## config.mk

```make
export PLATFORM = sky130hd
export DESIGN_NAME = sap_program_loader_flat
export DESIGN_NICKNAME = d
export VERILOG_FILES = /design/src/rtl/sap_pkg.sv /design/src/rtl/sap_program_loader_if.sv /design/src/rtl/sap_program_loader.sv /design/src/flat_wrapper.sv
export SDC_FILE = /design/constraint.sdc
export NUM_CORES = 1
export LEC_CHECK = 0
export BUFFER_PORTS_ARGS = -buffer_cell sky130_fd_sc_hd__buf_2
export CAP_MARGIN = 15
export CORE_ASPECT_RATIO = 1.5
export CORE_MARGIN = 1
export CORE_UTILIZATION = 47
export DETAILED_ROUTE_END_ITERATION = 12
export MAX_ROUTING_LAYER = met4
export PLACE_DENSITY = 0.83
export SLEW_MARGIN = 20
export SYNTH_ARGS = -nofsm -noshare
export SYNTH_HDL_FRONTEND = slang
export SYNTH_SLANG_ARGS = --single-unit
```

## constraint.sdc

```tcl
create_clock -name clock -period 1.9 [get_ports clock]
set_clock_uncertainty 0.2 [all_clocks]
set_input_delay 0.285 -clock clock [delete_from_list [all_inputs] [get_ports clock]]
set_output_delay 0.285 -clock clock [all_outputs]
set_load 0.01 [all_outputs]
```

## src/rtl/sap_pkg.sv

```systemverilog
`default_nettype none
// ============================================================================
// Package     : sap_pkg
// Description : Shared types and sizing constants for the SAP program loader
//               and the 16x8 program RAM it fills.
//               Contents:
//                 loader_state_t - loader FSM state encoding
//                 SAP_DATA_W     - RAM word / stream byte width
//                 SAP_ADDR_W     - RAM address width
//                 SAP_DEPTH      - words per program image
// Revision    : 1.0 - initial release
// ============================================================================
package sap_pkg;

  localparam int SAP_DATA_W = 8;
  localparam int SAP_ADDR_W = 4;
  localparam int SAP_DEPTH  = 16;

  typedef enum logic [1:0] {
    IDLE = 2'd0,
    LOAD = 2'd1,
    CSUM = 2'd2,
    DONE = 2'd3
  } loader_state_t;

endpackage : sap_pkg
`default_nettype wire

```

## src/rtl/sap_program_loader_if.sv

```systemverilog
`default_nettype none
// ============================================================================
// Interface   : sap_program_loader_if
// Description : Byte-stream handshake into the loader plus the RAM write port
//               driven by the loader.
//               Signals:
//                 in_valid  - stream byte present
//                 in_data   - stream byte
//                 in_ready  - loader accepts in_data this cycle
//                 mem_we    - RAM write enable
//                 mem_addr  - RAM write address
//                 mem_wdata - RAM write data
//               Modports:
//                 slave  - loader side (consumes stream, drives RAM port)
//                 master - stream source / RAM side
// Revision    : 1.0 - initial release
// ============================================================================
interface sap_program_loader_if
  import sap_pkg::*;
#(
  parameter int DATA_W = SAP_DATA_W,
  parameter int ADDR_W = SAP_ADDR_W
);

  logic              in_valid;
  logic [DATA_W-1:0] in_data;
  logic              in_ready;
  logic              mem_we;
  logic [ADDR_W-1:0] mem_addr;
  logic [DATA_W-1:0] mem_wdata;

  modport slave (
    input  in_valid,
    input  in_data,
    output in_ready,
    output mem_we,
    output mem_addr,
    output mem_wdata
  );

  modport master (
    output in_valid,
    output in_data,
    input  in_ready,
    input  mem_we,
    input  mem_addr,
    input  mem_wdata
  );

endinterface : sap_program_loader_if
`default_nettype wire

```

## src/rtl/sap_program_loader.sv

```systemverilog
`default_nettype none
// ============================================================================
// Module      : sap_program_loader
// Description : Loads a DEPTH-word program image from a valid/ready byte
//               stream into the SAP program RAM (addresses 0..DEPTH-1),
//               then checks one trailing checksum byte (mod 2**DATA_W sum of
//               the image). Holds the CPU in reset for the whole load.
//               Ports:
//                 clock    - system clock, rising edge
//                 reset    - asynchronous active-low reset
//                 start    - single-cycle load request (ignored while busy)
//                 abort    - cancels a load in progress
//                 bus      - stream in / RAM write port (slave modport)
//                 cpu_hold - registered, ORed into the CPU reset
//                 busy     - registered, high in LOAD/CSUM/DONE
//                 done     - one-cycle pulse at end of a completed load
//                 csum_ok  - checksum result of the last completed load
// Revision    : 1.0 - initial release
// ============================================================================
module sap_program_loader
  import sap_pkg::*;
#(
  parameter int DATA_W = SAP_DATA_W,
  parameter int ADDR_W = SAP_ADDR_W,
  parameter int DEPTH  = SAP_DEPTH
) (
  input  wire logic             clock,
  input  wire logic             reset,
  input  wire logic             start,
  input  wire logic             abort,
  sap_program_loader_if.slave   bus,
  output logic                  cpu_hold,
  output logic                  busy,
  output logic                  done,
  output logic                  csum_ok
);

  if (DEPTH != (2 ** ADDR_W)) begin : g_depth_check
    $error("sap_program_loader: DEPTH must equal 2**ADDR_W");
  end

  localparam logic [ADDR_W-1:0] LAST_ADDR = ADDR_W'(DEPTH - 1);

  loader_state_t     state;
  loader_state_t     state_next;
  logic [ADDR_W-1:0] addr;
  logic [DATA_W-1:0] sum;
  logic              ready;
  logic              we;
  logic              start_ok;

  // start is only honoured from IDLE, and abort overrides it there.
  assign start_ok = (state == IDLE) && start && !abort;

  // --------------------------------------------------------------------------
  // Next-state and combinational outputs
  // --------------------------------------------------------------------------
  always_comb begin
    state_next = state;
    ready      = 1'b0;
    we         = 1'b0;
    done       = 1'b0;
    case (state)
      IDLE: begin
        if (start_ok) state_next = LOAD;
      end
      LOAD: begin
        ready = 1'b1;
        // A byte accepted in the abort cycle is still written.
        we    = bus.in_valid;
        if (abort) begin
          state_next = IDLE;
        end else if (bus.in_valid && (addr == LAST_ADDR)) begin
          state_next = CSUM;
        end
      end
      CSUM: begin
        ready = 1'b1;
        if (abort) begin
          state_next = IDLE;
        end else if (bus.in_valid) begin
          state_next = DONE;
        end
      end
      DONE: begin
        done       = 1'b1;
        state_next = IDLE;
      end
      default: state_next = IDLE;
    endcase
  end

  assign bus.in_ready  = ready;
  assign bus.mem_we    = we;
  assign bus.mem_addr  = addr;
  assign bus.mem_wdata = bus.in_data;

  // --------------------------------------------------------------------------
  // State register
  // --------------------------------------------------------------------------
  always_ff @(posedge clock or negedge reset) begin
    if (!reset) begin
      state <= IDLE;
    end else begin
      state <= state_next;
    end
  end

  // --------------------------------------------------------------------------
  // Address counter and checksum accumulator; addr wraps to 0 after the
  // last word, which lines it up for the next image.
  // --------------------------------------------------------------------------
  always_ff @(posedge clock or negedge reset) begin
    if (!reset) begin
      addr <= '0;
      sum  <= '0;
    end else if (start_ok) begin
      addr <= '0;
      sum  <= '0;
    end else if ((state == LOAD) && bus.in_valid) begin
      addr <= addr + 1'b1;
      sum  <= sum + bus.in_data;
    end
  end

  // --------------------------------------------------------------------------
  // Status flags. cpu_hold is only released by a completed load, so an
  // aborted load leaves the CPU held while busy drops.
  // --------------------------------------------------------------------------
  always_ff @(posedge clock or negedge reset) begin
    if (!reset) begin
      busy     <= 1'b0;
      cpu_hold <= 1'b0;
      csum_ok  <= 1'b0;
    end else begin
      busy <= (state_next != IDLE);

      if (start_ok) begin
        cpu_hold <= 1'b1;
      end else if (state == DONE) begin
        cpu_hold <= 1'b0;
      end

      if (start_ok) begin
        csum_ok <= 1'b0;
      end else if (((state == LOAD) || (state == CSUM)) && abort) begin
        csum_ok <= 1'b0;
      end else if ((state == CSUM) && bus.in_valid) begin
        csum_ok <= (bus.in_data == sum);
      end
    end
  end

endmodule : sap_program_loader
`default_nettype wire
```

## src/flat_wrapper.sv

```systemverilog
// flat-port wrapper written by rule: the top's interface ports become plain ports
module sap_program_loader_flat import sap_pkg::*;
#(
  parameter int DATA_W = SAP_DATA_W,
  parameter int ADDR_W = SAP_ADDR_W,
  parameter int DEPTH  = SAP_DEPTH
)
  (clock, reset, start, abort, cpu_hold, busy, done, csum_ok, bus_in_valid, bus_in_data, bus_in_ready, bus_mem_we, bus_mem_addr, bus_mem_wdata);
  sap_program_loader_if #(.DATA_W(DATA_W), .ADDR_W(ADDR_W)) bus_i ();
  input  wire logic clock;
  input  wire logic reset;
  input  wire logic start;
  input  wire logic abort;
  output logic cpu_hold;
  output logic busy;
  output logic done;
  output logic csum_ok;
  input wire logic [$bits(bus_i.in_valid)-1:0] bus_in_valid;
  input wire logic [$bits(bus_i.in_data)-1:0] bus_in_data;
  output wire logic [$bits(bus_i.in_ready)-1:0] bus_in_ready;
  output wire logic [$bits(bus_i.mem_we)-1:0] bus_mem_we;
  output wire logic [$bits(bus_i.mem_addr)-1:0] bus_mem_addr;
  output wire logic [$bits(bus_i.mem_wdata)-1:0] bus_mem_wdata;
  assign bus_i.in_valid = bus_in_valid;
  assign bus_i.in_data = bus_in_data;
  assign bus_in_ready = bus_i.in_ready;
  assign bus_mem_we = bus_i.mem_we;
  assign bus_mem_addr = bus_i.mem_addr;
  assign bus_mem_wdata = bus_i.mem_wdata;
  sap_program_loader #(.DATA_W(DATA_W), .ADDR_W(ADDR_W), .DEPTH(DEPTH)) u_core (.clock(clock), .reset(reset), .start(start), .abort(abort), .bus(bus_i), .cpu_hold(cpu_hold), .busy(busy), .done(done), .csum_ok(csum_ok));
endmodule
```

==> impl_metrics.tcl, run 1 <==
set metrics [dict create \
    path_cells "ha_4 -> fa_2 -> a21o_4 -> a21oi_4 -> o21ai_1 -> mux2i_1 -> nand2_1" \
    cp_max_fo 3 \
    htreeDepth 1 \
    worstSkewPairLatency_ns 0.29 \
    grt_usage 0.2398 \
    cts.sinks 17 \
    period_minus_slack_ns 1.904 \
    grt_max_degree 18 \
    ys_top_cells_by_count "17 x dfrtp_1, 14 x a21oi_1, 14 x nand2_1" \
    clockBufferDepth 2 \
    grt_pass1_wl_mm 4.995 \
    yosys.area_share.adder 0.1389 \
    root_buffer "clkbuf_4" \
    holdWs_ns 0.07392 \
    maxSlewViolCount 0 \
    tightest_slew_ns 0.4165 \
    synth_top_family_by_area "compound AO/OA/AOI/OAI gates" \
    die_x_um 43.69 \
    synth_warnings 0 \
    intPower_mw 1.214 \
    synth_seq_cells 17 \
    relSlewSlack 0.7224 \
    p_sw_frac 0.4115 \
    cp.required_ns 1.88 \
    cellPowerDensity_nw_per_um2 1285 \
    ys_seq_area_frac 0.3473 \
    final_hold_viol_count 0 \
    numCtsBuffers 3 \
    cpMaxStageDelayCell "dfrtp_1" \
    netlist.top_cell.by_area "dfrtp_1" \
    dp_hpwl_mm 2.259 \
    path_clk_slew_ns 0.11 \
    pwr-share-clk 0.098 \
    synth.most_common_cell "dfrtp_1" \
    combPwrFrac 0.611 \
    antenna_found_initial 0 \
    multiInputGateArea_um2 799.5 \
    synth_flop_cell "dfrtp_1" \
    post_drt_via_cell_ratio 5.802 \
    grt_overflow 0 \
    fp.dieH_um 64.53 \
    routed_wl_mm 2.980 \
    syn_area_um2 1225 \
    first_iter_violations 40 \
    cap_violations 0 \
    p_leak_nw 0.7601 \
    setup_viol 2 \
    cts_tree "built" \
    fmax_mhz 525.1 \
    yosysTopAreaCellShare 0.3473 \
    num-nets-final 200 \
    async_flop_share 1.000 \
    critPathMaxStageDelay_ns 0.42 \
    io_pins 31 \
    setup_slack_ns -0.004417 \
    seq_area_um2 426.7 \
    ys_types 43 \
    drc 3 \
    synth_mux_area_frac 0.02860 \
    p_switching_mw 0.8493 \
    initial_core_util 0.5000 \
    place_ws_ns -0.09105 \
    synthSimpleGateAreaFrac 0.1696 \
    outcome "complete, but fails checks" \
    p_seq_frac 0.291 \
    syn_nets 157 \
    ant_nets 0 \
    synth_edf_count 0 \
    syn_inst 131 \
    layout-drive-gt1-share 0.4451 \
    diodes 0 \
    critPathKind "register to register" \
    portBuffers 30 \
    synth-xor-area-share 0.04290 \
    area_delta_synth_final_pct 31.15 \
    n_fill_cell 200 \
    fin_crit_sh 1.002 \
    synth_compound_area_frac 0.1951 \
    dieArea_um2 2819 \
    critPathLaunchType "register" \
    arrival_ns 1.89 \
    rsz0062_at_grt "yes" \
    min_path_type "input pin to register" \
    failed_checks "design-rule violations, negative setup slack" \
    synth.area.top_cells "dfrtp_1 35%, ha_1 12%, a21oi_1 5.7%" \
    rows 22 \
    critical_path_buf_inv_count 0 \
    ir_drop_uv 763.7 \
    grt_pass1_vias 1166 \
    wire_per_inst_um 15.13 \
    crit_path_end_kind "register" \
    p_total_mw 2.064 \
    core_area_um2 2450 \
    postSynthAreaPerCell_um2 9.351 \
    crit_family "adder cells" \
    vias 1143 \
    place_congestion 0.9157 \
    dr.pass1.iters 8 \
]
-- power by group through the flow --
stage	Combinational (mW)	Sequential [mW]	Clock, mW
2_1_floorplan	0.710	0.587	0
3_3_place_gp	1.05	0.575	0
3_5_place_dp	1.10	0.586	0
4_1_cts	1.19	0.601	0.204
5_1_grt	1.40	0.615	0.221
6_report	1.26	0.602	0.201
-- logic make-up after synthesis --
logic type / Yosys count
buffers and inverters: 16
AOI/OAI and AO/OA: 36
xor gates and xnor gates: 6
adders and majority gates: 13
muxes: 3
DFF: 17
and+or+nand+nor: 40
-- sequential cells by signal, summed over array words and instances (netlist names) --
| signal | cells |
|---|---|
| u_core.sum | 8 |
| u_core.bus.mem_addr | 4 |
| u_core.state | 2 |
| u_core.busy | 1 |
| u_core.cpu_hold | 1 |
| u_core.csum_ok | 1 |
-- path summary, 6_finish.rpt --
kind	slack [ns]	start	cells after the start	to
max reg2reg	-0.004	u_core.sum[0]	7	u_core.sum[6]
max	-0.004	u_core.sum[0]	7	u_core.sum[6]
max in group asynchronous	0.93	reset	2	u_core.state[0]
min in group asynchronous	0.24	reset	2	u_core.sum[1]
min	0.07	bus_in_valid	2	u_core.csum_ok
min reg2reg	0.33	u_core.cpu_hold	2	u_core.cpu_hold
-- metal layers --
| metal | part of all wire | up-vias | global-route usage |
|---|---|---|---|
| met2 | 0.55 | 45 | 0.4160 |
| met5 | 0 | - | - |
| met1 | 0.38 | 540 | 0.2593 |
| met3 | 0.049 | 10 | 0.02786 |
| met4 | 0.024 | 0 | 0.1250 |
| li1 | - | 548 | - |
-- cell usage in the layout, fill, tap and decap left out, drive strengths merged --
master	n
a211o	2
a211oi	2
a21o	3
a21oi	15
a31o	1
a31oi	2
a41o	1
a41oi	1
buf	48
clkbuf	4
dfrtp	17
dlygate4sd3	1
fa	1
ha	12
inv	5
mux2	1
mux2i	2
nand2	15
nand2b	1
nand3	3
nand3b	1
nand4	2
nand4b	1
nor2	6
nor2b	1
nor3	4
nor3b	2
nor4	1
nor4b	2
o211ai	1
o21ai	7
o21bai	1
or2	1
xnor2	4
xor2	2
-- metrics by stage --
step | cells | utilization | TNS, ns | area (um2)
2_1_floorplan | 131 | - | 0 | 1234
3_3_place_gp | 189 | 0.5919 | -0.1221 | 1450
3_5_place_dp | 189 | 0.5919 | -0.2557 | 1450
4_1_cts | 196 | 0.6369 | -0.03552 | 1560
5_1_grt | 197 | 0.6558 | -0.2023 | 1607
6_report | 197 | 0.6558 | -0.008516 | 1607
-- layout make-up --
type,count,area share
Clock buffer,4,0.01636
Multi-Input combinational cell,98,0.4977
Timing Repair Buffer,49,0.1900
Sequential cell,17,0.2656
Tap cell,24,0.01869
Inverter,5,0.01168
-- what timing repair did --
item,CTS,global route
pin swaps,8,4
resized for setup,11,9
hold buffers,1,0
buffers inserted,2,1
hold endpoints to repair,17,0
setup endpoints to repair,6,7
Note: power is estimated with default switching activity, not from simulation.
==> inputs of run 2 (changes only) <==
--- a/config.mk
+++ b/config.mk
@@ -11,6 +11,7 @@
 export CORE_MARGIN = 1
 export CORE_UTILIZATION = 47
 export DETAILED_ROUTE_END_ITERATION = 12
+export GPL_TIMING_DRIVEN = 0
 export MAX_ROUTING_LAYER = met4
 export PLACE_DENSITY = 0.83
 export SLEW_MARGIN = 20
==> run 2 against run 1 <==
Compared with the run above:
- the flow still finishes with violations (design-rule violations, negative setup slack)
- first-iteration DRC count decreased by 40%
- hold slack got worse by 0.035 ns
- sequential share of layout area decreased by 0.43 points
- combinational power decreased by 5%
- non-clock buffer count increased by 1
- sequential power about the same
- setup slack got worse by 0.090 ns
==> impl_metrics.tcl, run 2 (same netlist as run 1, synthesis figures left out) <==
set metrics [dict create \
    outcome "complete, but fails checks" \
    failed_checks "design-rule violations, negative setup slack" \
    core_area_um2 2450 \
    cts_tree "built" \
    grt_pass1_wl_mm 4.416 \
    dr.pass1.iters 8 \
    grt_pass1_vias 1057 \
    p_seq_frac 0.300 \
    pwr-share-clk 0.105 \
    routed_wl_mm 2.913 \
    holdWs_ns 0.03857 \
    p_switching_mw 0.8539 \
    antenna_found_initial 0 \
    worstSkewPairLatency_ns 0.31 \
    setup_viol 3 \
    arrival_ns 2.04 \
    final_cell_mix "30 x buf_2, 17 x buf_4, 16 x dfrtp_1, 14 x nand2_1, 12 x a21oi_1" \
    clockBufferDepth 2 \
    initial_core_util 0.5000 \
    rows 22 \
    cts.sinks 17 \
    r2r_setup_slack_ns -0.09 \
    cp_max_fo 7 \
    tightest_slew_ns 0.5102 \
    diodes 0 \
    ir_drop_uv 643.6 \
    grt_overflow 0 \
    vias 1137 \
    grt_max_degree 18 \
    relSlewSlack 0.6599 \
    fin_tns_setup_ns -0.2646 \
    final_hold_viol_count 0 \
    intPower_mw 1.164 \
    cap_violations 0 \
    ant_nets 0 \
    critPathLaunchType "register" \
    fp.dieH_um 64.53 \
    p_leak_nw 0.7667 \
    area_delta_synth_final_pct 33.30 \
    regMostFlops "u_core.sum" \
    htreeDepth 1 \
    p_sw_frac 0.4232 \
    post-route-util 0.6665 \
    drc 3 \
    die_x_um 43.69 \
    first_iter_violations 24 \
    dieArea_um2 2819 \
    io_pins 31 \
    numCtsBuffers 3 \
    fin_crit_sh 1.050 \
    portBuffers 30 \
    combPwrFrac 0.595 \
    root_buffer "clkbuf_4" \
    final_common_cell "buf_2" \
    cp.required_ns 1.95 \
    place_congestion 0.8432 \
    maxSlewViolCount 0 \
    fmax_mhz 501.3 \
    layout-drive-gt1-share 0.4655 \
    crit_path_end_kind "register" \
    grt_usage 0.2192 \
    dp_hpwl_mm 1.992 \
    cellPowerDensity_nw_per_um2 1236 \
    period_minus_slack_ns 1.995 \
    critPathKind "register to register" \
    min_path_type "input pin to register" \
    largest_reg_flops 8 \
    post_drt_via_cell_ratio 5.742 \
    path_clk_slew_ns 0.11 \
    rsz0062_at_grt "yes" \
    wire_per_inst_um 14.71 \
    num-nets-final 201 \
    setup_slack_ns -0.09467 \
]
[run 2: power by group through the flow]
stage	Clock, mW	Combinational, mW	Sequential, mW
after global routing	0.227	1.31	0.621
final	0.212	1.20	0.605
after CTS	0.217	1.06	0.605
after floorplan	0	0.710	0.587
after detailed placement	0	0.941	0.590
after global placement	0	0.915	0.580
[run 2: routing by layer]
metal | up-vias | global-route usage | share of wire
met1 | 546 | 0.2288 | 0.38
li1 | 550 | - | -
met3 | 7 | 0.01671 | 0.039
met5 | - | - | 0
met4 | 0 | 0.1250 | 0.027
met2 | 34 | 0.3899 | 0.55
[run 2: worst paths after layout]
| check | startpoint | endpoint | depth (start not counted) |
|---|---|---|---|
| max | u_core.sum[5] | u_core.sum[7] | 6 |
| max in group asynchronous | reset | u_core.sum[1] | 2 |
| min in group asynchronous | reset | u_core.sum[4] | 2 |
| min reg2reg | u_core.cpu_hold | u_core.cpu_hold | 2 |
| max reg2reg | u_core.sum[5] | u_core.sum[7] | 6 |
| min | bus_in_valid | u_core.csum_ok | 2 |
[run 2: area by class of cell]
class                           instances  area [um2]
Multi-Input combinational cell         98       824.5
Timing Repair Buffer                   39       220.2
Clock inverter                          1       5.005
Tap cell                               24       30.03
Sequential cell                        17       426.7
Clock buffer                            3       22.52
Fill cell                             195       817.0
Buffer                                 11       82.58
Inverter                                5       21.27
[run 2: worst max-delay path, cell delays in order (launching register included)]
cell and delay [ns]:
dfrtp_1 0.43, ha_4 0.32, nand2_1 0.10, nor3_2 0.24
mux2_4 0.33, a21o_1 0.17, a21oi_2 0.13
[run 2: stage by stage]
stage / total power [mW] / setup slack, ns / instance area [um2] / std cells
after detailed placement: 1.531 / -0.1241 / 1414 / 185
final: 2.018 / -0.09467 / 1633 / 198
after CTS: 1.883 / -0.06321 / 1559 / 194
after global placement: 1.495 / -0.1074 / 1414 / 185
after global routing: 2.157 / -0.1879 / 1633 / 198
after floorplan: 1.297 / 0.01025 / 1234 / 131
[run 2: repair_timing]
action | 4_1_cts | 5_1_grt
buffers inserted | 4 | 4
hold buffers | 1 | 0
cloned | 0 | 0
gates resized for setup | 14 | 12
pin swaps | 7 | 10
endpoints found under the hold margin | 17 | 0
setup endpoints to repair | 15 | 6
